`src/rtl/apb_reg_bank.sv`:
```
// APB slave front-end for timer-class peripherals: decodes the word index into
// register slots, inserts programmable wait states and pulses per-slot strobes.
module apb_reg_bank #(
  parameter int DATA_WIDTH = 8,
  parameter int NUM_REGS = 4,
  parameter int ADDR_WIDTH = 4,
  parameter int WAIT_STATES = 0,
  parameter logic [NUM_REGS-1:0] RO_MASK = NUM_REGS'(4'b0100)
) (
  input  logic pclk,
  input  logic presetn,
  input  logic psel,
  input  logic penable,
  input  logic pwrite,
  input  logic [ADDR_WIDTH-1:0] paddr,
  input  logic [DATA_WIDTH-1:0] pwdata,
  output logic [DATA_WIDTH-1:0] prdata,
  output logic pready,
  output logic pslverr,
  input  logic [NUM_REGS*DATA_WIDTH-1:0] reg_rdata,
  output logic [NUM_REGS-1:0] reg_wr_en,
  output logic [DATA_WIDTH-1:0] reg_wdata,
  output logic [NUM_REGS-1:0] reg_rd_stb
);

  localparam logic [3:0] WS = 4'(WAIT_STATES);

  typedef enum logic [1:0] {
    S_IDLE,
    S_WAIT,
    S_DONE
  } state_e;

  state_e state_q, state_d;
  logic [3:0] cnt_q, cnt_d;
  logic [ADDR_WIDTH-1:0] addr_q, addr_d;
  logic wr_q, wr_d;
  logic [DATA_WIDTH-1:0] wdat_q, wdat_d;
  logic setup, go_done;

  logic hit, ro;
  logic [NUM_REGS-1:0] sel;
  logic [DATA_WIDTH-1:0] slot;

  logic [DATA_WIDTH-1:0] prdata_q, prdata_d;
  logic pready_q, pready_d;
  logic pslverr_q, pslverr_d;
  logic [NUM_REGS-1:0] wr_en_q, wr_en_d;
  logic [DATA_WIDTH-1:0] wdata_q, wdata_d;
  logic [NUM_REGS-1:0] rd_stb_q, rd_stb_d;

  always_comb begin
    setup   = psel & ~penable;
    state_d = state_q;
    cnt_d   = cnt_q;
    addr_d  = addr_q;
    wr_d    = wr_q;
    wdat_d  = wdat_q;
    go_done = 1'b0;
    unique case (state_q)
      S_IDLE, S_DONE: begin
        state_d = S_IDLE;
        if (setup) begin
          addr_d = paddr;
          wr_d   = pwrite;
          wdat_d = pwdata;
          cnt_d  = WS;
          if (WS == 4'd0) begin
            state_d = S_DONE;
            go_done = 1'b1;
          end else begin
            state_d = S_WAIT;
          end
        end
      end
      S_WAIT: begin
        if (!psel) begin
          state_d = S_IDLE;
          cnt_d   = 4'd0;
        end else if (penable && cnt_q == 4'd1) begin
          state_d = S_DONE;
          go_done = 1'b1;
          cnt_d   = 4'd0;
        end else if (cnt_q > 4'd1) begin
          cnt_d = cnt_q - 4'd1;
        end
      end
      default: state_d = S_IDLE;
    endcase
  end

  // Decode uses the address that will be latched at this edge, so a
  // zero-wait transfer sees paddr straight from the setup phase.
  always_comb begin
    sel  = '0;
    slot = '0;
    hit  = 1'b0;
    ro   = 1'b0;
    for (int i = 0; i < NUM_REGS; i++) begin
      if (addr_d == ADDR_WIDTH'(i)) begin
        sel[i] = 1'b1;
        hit    = 1'b1;
        ro     = RO_MASK[i];
        slot   = reg_rdata[i*DATA_WIDTH +: DATA_WIDTH];
      end
    end
  end

  always_comb begin
    prdata_d  = '0;
    pready_d  = 1'b0;
    pslverr_d = 1'b0;
    wr_en_d   = '0;
    wdata_d   = '0;
    rd_stb_d  = '0;
    if (go_done) begin
      pready_d = 1'b1;
      if (wr_d) begin
        if (hit && !ro) begin
          wr_en_d = sel;
          wdata_d = wdat_d;
        end else begin
          pslverr_d = 1'b1;
        end
      end else if (hit) begin
        prdata_d = slot;
        rd_stb_d = sel;
      end else begin
        pslverr_d = 1'b1;
      end
    end
  end

  always_ff @(posedge pclk or negedge presetn) begin
    if (!presetn) begin
      state_q   <= S_IDLE;
      cnt_q     <= 4'd0;
      addr_q    <= '0;
      wr_q      <= 1'b0;
      wdat_q    <= '0;
      prdata_q  <= '0;
      pready_q  <= 1'b0;
      pslverr_q <= 1'b0;
      wr_en_q   <= '0;
      wdata_q   <= '0;
      rd_stb_q  <= '0;
    end else begin
      state_q   <= state_d;
      cnt_q     <= cnt_d;
      addr_q    <= addr_d;
      wr_q      <= wr_d;
      wdat_q    <= wdat_d;
      prdata_q  <= prdata_d;
      pready_q  <= pready_d;
      pslverr_q <= pslverr_d;
      wr_en_q   <= wr_en_d;
      wdata_q   <= wdata_d;
      rd_stb_q  <= rd_stb_d;
    end
  end

  assign prdata     = prdata_q;
  assign pready     = pready_q;
  assign pslverr    = pslverr_q;
  assign reg_wr_en  = wr_en_q;
  assign reg_wdata  = wdata_q;
  assign reg_rd_stb = rd_stb_q;

endmodule
```
`config.mk`:
```
export PLATFORM = sky130hd
export DESIGN_NAME = apb_reg_bank
export DESIGN_NICKNAME = d
export VERILOG_FILES = /design/src/rtl/apb_reg_bank.sv
export SDC_FILE = /design/constraint.sdc
export NUM_CORES = 1
export LEC_CHECK = 0
export ABC_AREA = 1
export BUFFER_PORTS_ARGS = -buffer_cell sky130_fd_sc_hd__buf_2
export CAP_MARGIN = 20
export CORE_UTILIZATION = 40
export CTS_BUF_LIST = sky130_fd_sc_hd__clkbuf_2 sky130_fd_sc_hd__clkbuf_4 sky130_fd_sc_hd__clkbuf_8
export CTS_CLUSTER_DIAMETER = 200
export CTS_CLUSTER_SIZE = 20
export DETAILED_ROUTE_END_ITERATION = 12
export HOLD_SLACK_MARGIN = 0.03
export PLACE_DENSITY = 0.82
export SLEW_MARGIN = 0
export SYNTH_ARGS = -nofsm -noshare
export SYNTH_HDL_FRONTEND = slang
export SYNTH_SLANG_ARGS = --single-unit
```
`constraint.sdc`:
```
create_clock -name pclk -period 1.4 [get_ports pclk]
set_clock_uncertainty 0.15 [all_clocks]
set_input_delay 0.07 -clock pclk [delete_from_list [all_inputs] [get_ports pclk]]
set_output_delay 0.07 -clock pclk [all_outputs]
set_load 0.01 [all_outputs]
```
==> results.txt, run 1 <==
RePlAce Congestion -> 0.845
P_leak -> 0.00142 µW
Worst Tran Pin Value -> 0.687 ns
Final Hold Viols -> 2
Detailed-route via count -> 1744
Final worst slack -> -0.0337 ns
Crit path required time -> 1.43 ns
Worst vdd ir -> 0.357 mV
Critical Path Most Common Cell -> sky130_fd_sc_hd__nand2_1
Worst max-slew margin expressed relative to the limit -> 54.2%
Net count reported at finish -> 368
Number of unique standard cell types used by synthesis -> 21
WHS -> -0.00403 ns
Total Power -> 2320 µW
Series of cell instances along the critical path -> inv_1 > nand2_1 > nand2_2 > buf_6 > nor2_4 > nand3b_1 > nand2_1 > nor2_1
GR Overflow Total -> 0
Post-CTS Hold Fix Bufs -> 33
Post-route standard cell area excluding fillers -> 2540 µm²
RSZ-0062 raised after global routing -> true
Final TNS setup -> -0.0452 ns
GRT Resource Usage Total -> 22.6%
Synthesized-area fraction occupied by ao, oa, aoi and oai cells -> 1.13%
Total number of yosys warnings -> 0
Cell area reported after detailed placement -> 2020 µm²
Netlist area before placement -> 1550 µm²
First-pass GRT wire length -> 6870 µm
Maximum level of the CTS H-tree -> 2
Result of the run -> finished, violations left
Cells after Synth -> 194
Layout area overhead -> 64.0%
Final setup violating endpoints -> 2
Mux share of post-synthesis cell area -> 0%
Critical Path Sink Type -> flip-flop
Post-layout util -> 68.9%
Share of post-route cells with drive strength above 1 -> 36.7%
Clock Pin Slew Worst Setup and Hold Paths -> 0.07 ns
Share of synthesized cell area in and, or, nand and nor gates -> 40.7%
Clock latency of the later-clocked register in the worst-skew pair -> 0.28 ns
Shortest clock period the worst path allows after layout -> 1.43 ns
Dominant combinational cell family by area after synthesis -> simple AND/OR/NAND/NOR gates
Class of the most critical setup path -> flip-flop to flip-flop
Clock sinks -> 31
Wire per inst -> 12.9 µm
Slew Limit Fails -> 0
Die Height -> 64.2 µm
Buffers from clock root to sink, at most -> 2
Highest clock rate -> 697 MHz
Min-delay worst type -> input pin to flip-flop
HPWL Detailed -> 2860 µm
Final ANT Viol Nets -> 0
Vias per cell -> 4.75
Synth top area cells -> sky130_fd_sc_hd__dfrtp_1 (50%), sky130_fd_sc_hd__nand2_1 (13%), sky130_fd_sc_hd__nor2_1 (9.7%), sky130_fd_sc_hd__inv_1 (5.1%), sky130_fd_sc_hd__nand3_1 (3.9%)
Core Rows -> 22
Number of antenna violations at the first check in global routing -> 0
Largest fanout on the critical path -> 5
Sequential share of the synthesized area -> 50.1%
Leading cell type in the layout, fill and taps excluded -> sky130_fd_sc_hd__buf_2
Failing checks -> hold timing, setup timing
Clock tree from TritonCTS -> yes
Overall die area -> 4130 µm²
Maximum number of pins on one net before global-route repair -> 32
Max-cap violations -> 0
Adder-cell share of the synthesized area -> 0%
Number of DRC markers after the initial detailed-route iteration -> 94
Signal arrival time at the worst endpoint -> 1.46 ns
TritonCTS Buffers -> 5
Average size of a mapped cell -> 7.98 µm²
Core ar. -> 3690 µm²
DR DRC count -> 0
Xor-xnor portion of the synthesized cell area -> 0%
Antenna diode instance count -> 0
Io pins -> 75
Cell taking the most area after synthesis -> sky130_fd_sc_hd__dfrtp_1
Largest incremental delay on the critical path -> 0.37 ns
# fillers -> 286
Root buffer cell -> sky130_fd_sc_hd__clkbuf_8
Critical path startpoint category -> flip-flop
Via count of the first global-routing pass -> 1659
Post-synthesis sequential element count -> 31
Final critical-path share of the clock period -> 102%
Mapped Nets -> 243
# placed instances -> 320
Highest-count cells in the layout ignoring fill and taps -> sky130_fd_sc_hd__buf_2 (74), sky130_fd_sc_hd__nand2_1 (49), sky130_fd_sc_hd__nor2_1 (40)
Total routed wirelength -> 4740 µm
Die extent in x -> 64.2 µm
Initial Util -> 42.0%
Critical-path top delay cell -> sky130_fd_sc_hd__dfrtp_1
Number of detailed-routing iterations run before antenna repair -> 4
Final Non-Filler Cells -> 367
I/O Buffers -> 74
Yosys top cell area share -> 50.1%
Areal power density over the cells -> 913 nW/µm²
==> cell families (layout without fill, tap and decap cells) <==
family,after synthesis,count (layout)
AOI/OAI and AO/OA,2,2
buffers and inverters,27,151
DFF,31,31
other,1,1
and+or+nand+nor,133,134
==> cell type report <==
| cell class | instances | area (µm²) | area share [%] |
|---|---|---|---|
| Timing Repair Buffer | 121 | 833 | 32.8 |
| Sequential cell | 31 | 776 | 30.5 |
| Multi-Input combinational cell | 137 | 697 | 27.4 |
| Inverter | 23 | 86.3 | 3.40 |
| Clock buffer | 6 | 82.6 | 3.25 |
| Tap cell | 48 | 60.1 | 2.36 |
| Clock inverter | 1 | 5.00 | 0.197 |
==> where the power goes <==
group	internal [µW]	switching, µW
registers	932	14.9
logic	310	356
clock network	385	322
total	1630	692
==> per-stage QoR <==
stage / setup slack [ns] / hold slack, ns
final: -0.0337 / -0.00403
after global routing: -0.0849 / 0.00724
after CTS: 0.00431 / -0.0267
after detailed placement: -0.0139 / -0.00515
after global placement: 0.0371 / -0.0107
after floorplan: 0.146 / -0.376
==> timing repair <==
item                                   CTS  global route
setup endpoints to repair                0            21
setup buffers                            0             6
endpoints found under the hold margin   59             4
resized for setup                        0            13
==> cell usage after synthesis, drive strengths merged <==
library cell and n:
nand3 14, dfrtp 31, conb 1, nor3 4, nand2 60, o21ai 1
inv 23, nand3b 8, buf 4, or2 1, o211ai 1, nor2 43
nand4 3
==> routing by layer <==
| metal | GRT usage, % | up-vias | routed length [µm] |
|---|---|---|---|
| li1 | - | 843 | - |
| met1 | 23.5 | 793 | 1810 |
| met2 | 40.0 | 91 | 2440 |
| met3 | 6.79 | 17 | 319 |
| met4 | 13.1 | 0 | 175 |
| met5 | 0 | - | 0 |
==> flip-flops by register name, summed over array words and instances, names as in the netlist <==
name / count
addr_q: 4
prdata: 8
pready: 1
pslverr: 1
reg_rd_stb: 4
reg_wdata: 8
reg_wr_en: 4
wr_q: 1
==> path summary, 6_finish.rpt <==
path,start,end,slack (ns),cells after the start
hold reg to reg,addr_q[1],addr_q[1],0.60,3
max in group asynchronous,presetn,addr_q[0],0.44,2
hold / removal,pwrite,reg_rd_stb[1],-0.004,3
min in group asynchronous,presetn,prdata[4],0.21,2
setup / recovery,addr_q[1],prdata[1],-0.03,8
setup reg to reg,addr_q[1],prdata[1],-0.03,8
==> worst max-delay path: cells and delay by family, from the launching register on <==
kind	cells	cell delay, ns
and+or+nand+nor	6	0.61
DFF	1	0.37
buffers and inverters	2	0.20
No activity file was read; power rests on OpenSTA's default activity.
==> run 2: changes to the inputs <==
==> constraint.sdc (replaced) <==
create_clock -name pclk -period 1.4 [get_ports pclk]
set_clock_uncertainty 0.15 [all_clocks]
set_input_delay 0.14 -clock pclk [delete_from_list [all_inputs] [get_ports pclk]]
set_output_delay 0.14 -clock pclk [all_outputs]
set_load 0.01 [all_outputs]
==> run 2 against run 1 <==
Global-route usage down 2.3 points. Routed wire length down 16%. Flip-flop and latch count unchanged. Die area unchanged. The run now ends clean. Total power up 0.58%. Sequential share of layout area up 2.2 points. First-iteration DRC count down 9.6%. Worst hold slack better by 0.037 ns.
==> results.txt, run 2 (synthesis results as in run 1) <==
Largest fanout on the critical path -> 8
Critical Path Sink Type -> flip-flop
Hold path startpoint -> reg_rdata[27]
Final ANT Viol Nets -> 0
Worst-case register-to-register setup slack -> 0.03 ns
Clock Pin Slew Worst Setup and Hold Paths -> 0.07 ns
Post-route standard cell area excluding fillers -> 2370 µm²
Die Height -> 64.2 µm
Largest incremental delay on the critical path -> 0.39 ns
Highest-count cells in the layout ignoring fill and taps -> sky130_fd_sc_hd__buf_2 (74), sky130_fd_sc_hd__nand2_1 (49), sky130_fd_sc_hd__nor2_1 (38)
Class of the most critical setup path -> flip-flop to flip-flop
Cell area reported after detailed placement -> 2060 µm²
Clock sinks -> 31
# fillers -> 329
GR Overflow Total -> 0
Area of the multi-input gates -> 717 µm²
First-pass GRT wire length -> 6300 µm
I/O Buffers -> 74
Layout area overhead -> 53.1%
Antenna diode instance count -> 0
Via count of the first global-routing pass -> 1477
Result of the run -> finished clean
Root buffer cell -> sky130_fd_sc_hd__clkbuf_8
DR DRC count -> 0
Wire per inst -> 11.5 µm
Overall die area -> 4130 µm²
Share of post-route cells with drive strength above 1 -> 41.0%
Number of detailed-routing iterations run before antenna repair -> 4
Number of antenna violations at the first check in global routing -> 0
Vias per cell -> 4.58
Slew Limit Fails -> 0
Final critical-path share of the clock period -> 97.9%
Net count reported at finish -> 348
GRT Resource Usage Total -> 20.3%
Final Non-Filler Cells -> 348
Maximum number of pins on one net before global-route repair -> 32
End of the worst register-to-register path -> prdata[1]
Leading cell type in the layout, fill and taps excluded -> sky130_fd_sc_hd__buf_2
Initial Util -> 42.0%
Crit path required time -> 1.46 ns
Number of DRC markers after the initial detailed-route iteration -> 85
Family of cells with the greatest summed delay on the critical path -> simple AND/OR/NAND/NOR gates
Clock tree from TritonCTS -> yes
Final setup violating endpoints -> 0
Shortest clock period the worst path allows after layout -> 1.37 ns
Final worst slack -> 0.0287 ns
P_leak -> 0.00134 µW
Place WS -> -0.0876 ns
Core Rows -> 22
TritonCTS Buffers -> 5
RePlAce Congestion -> 0.830
Buf/Inv on CP -> 0
Worst Tran Pin Value -> 0.658 ns
Final Hold Viols -> 0
Min-delay worst type -> input pin to flip-flop
Critical path startpoint category -> flip-flop
HPWL Detailed -> 2850 µm
Flip-flop and latch area -> 776 µm²
Total routed wirelength -> 3990 µm
Launch instance of the worst register-to-register path -> addr_q[3]
Core ar. -> 3690 µm²
Depth of the worst hold-timing path -> 4
Io pins -> 75
Worst max-slew margin expressed relative to the limit -> 56.1%
# placed instances -> 326
Depth of the worst register-to-register path -> 5
WHS -> 0.0330 ns
Die extent in x -> 64.2 µm
Signal arrival time at the worst endpoint -> 1.43 ns
Detailed-route via count -> 1593
Areal power density over the cells -> 984 nW/µm²
Max-cap violations -> 0
Critical-path top delay cell -> sky130_fd_sc_hd__dfrtp_1
Series of cell instances along the critical path -> nand2_2 > nand2_4 > nor3_4 > nand2_1 > nor2_1
Maximum level of the CTS H-tree -> 2
RSZ-0062 raised after global routing -> true
Highest clock rate -> 729 MHz
Worst-case hold path end point -> prdata[3]
Clock latency of the later-clocked register in the worst-skew pair -> 0.29 ns
Worst vdd ir -> 0.510 mV
Buffers from clock root to sink, at most -> 2
==> run 2: metal layers <==
metal | track usage (%) | up-vias | wire length (µm)
met2 | 37.0 | 58 | 2110
met3 | 5.18 | 5 | 232
met5 | 0 | - | 0
met4 | 6.67 | 0 | 48
met1 | 22.9 | 724 | 1600
li1 | - | 806 | -
==> run 2: layout make-up <==
cell class	count	area share, %
Clock inverter	1	0.317
Multi-Input combinational cell	137	30.2
Clock buffer	7	4.06
Sequential cell	31	32.7
Inverter	23	3.64
Timing Repair Buffer	101	26.5
Tap cell	48	2.53
==> run 2: metrics by stage <==
stage / TNS, ns / power [µW] / util [%]
6_report: 0 / 2330 / 64.3
5_1_grt: -0.197 / 2440 / 64.3
4_1_cts: 0 / 2270 / 61.9
3_5_place_dp: -0.575 / 1460 / 55.9
3_3_place_gp: -0.308 / 1450 / 55.9
2_1_floorplan: 0 / 1240 / -
==> run 2: tightest hold or removal path, cell delays in order <==
cell	delay [ns]
sky130_fd_sc_hd__buf_2	0.07
sky130_fd_sc_hd__nand3b_1	0.09
sky130_fd_sc_hd__nand2_1	0.06
sky130_fd_sc_hd__nor2_2	0.08
==> run 2: worst max path at each step <==
stage	from	endpoint	slack, ns	cells past startpoint
2_1_floorplan	addr_q[2]	prdata[1]	0.15	7
3_3_place_gp	penable	prdata[7]	-0.05	10
3_5_place_dp	penable	prdata[6]	-0.09	10
4_1_cts	addr_q[1]	prdata[2]	0.0009	8
5_1_grt	addr_q[0]	prdata[1]	-0.07	9
6_report	addr_q[3]	prdata[1]	0.03	5
==> run 2: power by group <==
part	leakage (µW)	switching (µW)	internal (µW)
Sequential	0.000419	13.7	931
Combinational	0.000867	337	263
Clock	0.0000505	341	447
==> run 2: timing repair <==
item / CTS / global route
endpoints found under the hold margin: 41 / 0
cloned: 1 / 0
resized for setup: 0 / 18
hold buffers: 11 / 0
pin swaps: 1 / 21
setup buffers: 0 / 2
endpoints found under the setup margin: 4 / 19
==> run 3: changes to the inputs <==
- GPL_TIMING_DRIVEN: unset -> 0
==> run 3 against run 2 <==
Setup slack improved by 0.027 ns. Sequential power is essentially flat. Count of clock-buffer cells in the layout down 1. Core utilization down 3.0 points. Cell count is 2.9% lower. Cell area decreased by 4.7%. Register-to-register slack better by 0.03 ns. Total power decreased by 6.5%. Sequential share of layout area increased by 1.6 points. Routed wire length shrank 5.3%. Largest power group unchanged. Highest routed layer unchanged.
==> results.txt, run 3 (synthesis results as in run 1) <==
Net switching share of the total power -> 29.6%
Min-delay worst type -> input pin to flip-flop
Total routed wirelength -> 3780 µm
Clock sinks -> 31
Final setup violating endpoints -> 0
Crit path from -> addr_q[0]
TritonCTS Buffers -> 5
Seq pwr share -> 43.3%
Areal power density over the cells -> 965 nW/µm²
P_leak -> 0.00129 µW
Core ar. -> 3690 µm²
Post-route standard cell area excluding fillers -> 2260 µm²
Clock tree from TritonCTS -> yes
Final ANT Viol Nets -> 0
Initial Util -> 42.0%
Antenna diode instance count -> 0
Vias per cell -> 4.60
Io pins -> 75
Largest fanout on the critical path -> 11
Worst vdd ir -> 0.431 mV
End of the worst register-to-register path -> prdata[1]
Layout area overhead -> 45.9%
Number of antenna violations at the first check in global routing -> 0
Cell area reported after detailed placement -> 1980 µm²
Depth of the worst register-to-register path -> 7
RSZ-0062 raised after global routing -> true
Result of the run -> finished clean
Worst max-slew margin expressed relative to the limit -> 54.5%
Die extent in x -> 64.2 µm
Net count reported at finish -> 339
Class of the most critical setup path -> flip-flop to flip-flop
Slew Limit Fails -> 0
I/O Buffers -> 74
DR DRC count -> 0
Highest-count cells in the layout ignoring fill and taps -> sky130_fd_sc_hd__buf_2 (75), sky130_fd_sc_hd__nand2_1 (51), sky130_fd_sc_hd__nor2_1 (40)
HPWL Detailed -> 2630 µm
Maximum number of pins on one net before global-route repair -> 32
Core Rows -> 22
Via count of the first global-routing pass -> 1485
Buffers from clock root to sink, at most -> 2
Critical Path End -> prdata[1]
Final critical-path share of the clock period -> 96.0%
Max-cap violations -> 0
Final Hold Viols -> 0
First-pass GRT wire length -> 6470 µm
Area of the multi-input gates -> 707 µm²
Final TNS setup -> 0 ns
Wire per inst -> 11.2 µm
GRT Resource Usage Total -> 20.6%
Die Height -> 64.2 µm
Detailed-route via count -> 1556
Highest clock rate -> 744 MHz
Share of total power in the clock network -> 32.1%
Worst Tran Pin Value -> 0.682 ns
Critical path startpoint category -> flip-flop
Launch instance of the worst register-to-register path -> addr_q[0]
Clock latency of the later-clocked register in the worst-skew pair -> 0.28 ns
Root buffer cell -> sky130_fd_sc_hd__clkbuf_8
Signal arrival time at the worst endpoint -> 1.37 ns
Maximum level of the CTS H-tree -> 2
Leading cell type in the layout, fill and taps excluded -> sky130_fd_sc_hd__buf_2
GR Overflow Total -> 0
# fillers -> 355
Total Power -> 2180 µW
Number of DRC markers after the initial detailed-route iteration -> 82
Worst-case register-to-register setup slack -> 0.06 ns
Internal power summed over all cells -> 1530 µW
Logic pwr share -> 24.6%
Overall die area -> 4130 µm²
Clock Pin Slew Worst Setup and Hold Paths -> 0.06 ns
Critical Path Sink Type -> flip-flop
Switching power total -> 646 µW
Shortest clock period the worst path allows after layout -> 1.34 ns
RePlAce Congestion -> 0.783
Crit path required time -> 1.42 ns
Number of detailed-routing iterations run before antenna repair -> 4
Flip-flop and latch area -> 776 µm²
Share of post-route cells with drive strength above 1 -> 37.6%
==> run 3: cell count changes in the layout (fill, tap and decap cells not counted), moves of 2 or more <==
cell | before | now
sky130_fd_sc_hd__nor2_1 | 38 | 40
sky130_fd_sc_hd__buf_4 | 11 | 3
sky130_fd_sc_hd__nand2_2 | 7 | 4
sky130_fd_sc_hd__nand2_1 | 49 | 51
==> run 3: repair_timing <==
action,CTS,global route
pin swaps,2,4
endpoints found under the hold margin,41,0
setup endpoints to repair,17,17
gates resized for setup,3,8
hold buffers,10,0
setup buffers,2,2
cloned,0,1
==> run 3: final cells by class <==
| type | count | area share, % |
|---|---|---|
| Buffer | 4 | 1.72 |
| Clock buffer | 6 | 3.65 |
| Clock inverter | 1 | 0.221 |
| Inverter | 23 | 3.82 |
| Multi-Input combinational cell | 137 | 31.3 |
| Sequential cell | 31 | 34.3 |
| Tap cell | 48 | 2.66 |
| Timing Repair Buffer | 88 | 22.3 |
==> run 3: worst min path at each step <==
stage | slack, ns | end | depth (start not counted) | startpoint
4_1_cts | 0.04 | prdata[0] | 4 | reg_rdata[24]
3_3_place_gp | 0.05 | reg_wdata[3] | 1 | presetn
5_1_grt | 0.04 | prdata[7] | 4 | reg_rdata[31]
6_report | 0.04 | prdata[0] | 4 | reg_rdata[24]
3_5_place_dp | 0.07 | reg_wdata[6] | 1 | presetn
2_1_floorplan | -0.31 | addr_q[0] | 0 | presetn
==> run 3: metal layers <==
layer,wire (µm),up-vias,track usage (%)
met5,0,-,0
met4,46,0,6.67
met3,190,5,5.54
met2,1950,49,36.6
met1,1600,717,23.9
li1,-,785,-
==> run 3: metrics by stage <==
stage / hold slack [ns] / cells / utilization [%] / setup slack [ns]
global placement: 0.0533 / 316 / 53.7 / -0.108
detailed placement: 0.0687 / 316 / 53.7 / -0.119
finish: 0.0446 / 338 / 61.3 / 0.0559
floorplan: -0.306 / 194 / - / 0.146
CTS: 0.0395 / 335 / 59.7 / 0.0196
global route: 0.0445 / 338 / 61.3 / -0.0381
==> run 3: power groups by stage <==
| stage | Clock, µW | Combinational [µW] | Sequential, µW |
|---|---|---|---|
| after floorplan | 0 | 275 | 968 |
| after global placement | 0 | 440 | 958 |
| after detailed placement | 0 | 450 | 958 |
| after global routing | 775 | 604 | 945 |
| final | 700 | 537 | 943 |
| after CTS | 716 | 499 | 942 |
==> run 3: worst max-delay path, cell delays in order (launching register included) <==
cell and delay, ns:
sky130_fd_sc_hd__dfrtp_1 0.36, sky130_fd_sc_hd__inv_1 0.06, sky130_fd_sc_hd__nand2_2 0.10, sky130_fd_sc_hd__nand2_4 0.12
sky130_fd_sc_hd__nor2_2 0.22, sky130_fd_sc_hd__nand3b_1 0.10, sky130_fd_sc_hd__nand2_1 0.07, sky130_fd_sc_hd__nor2_1 0.05
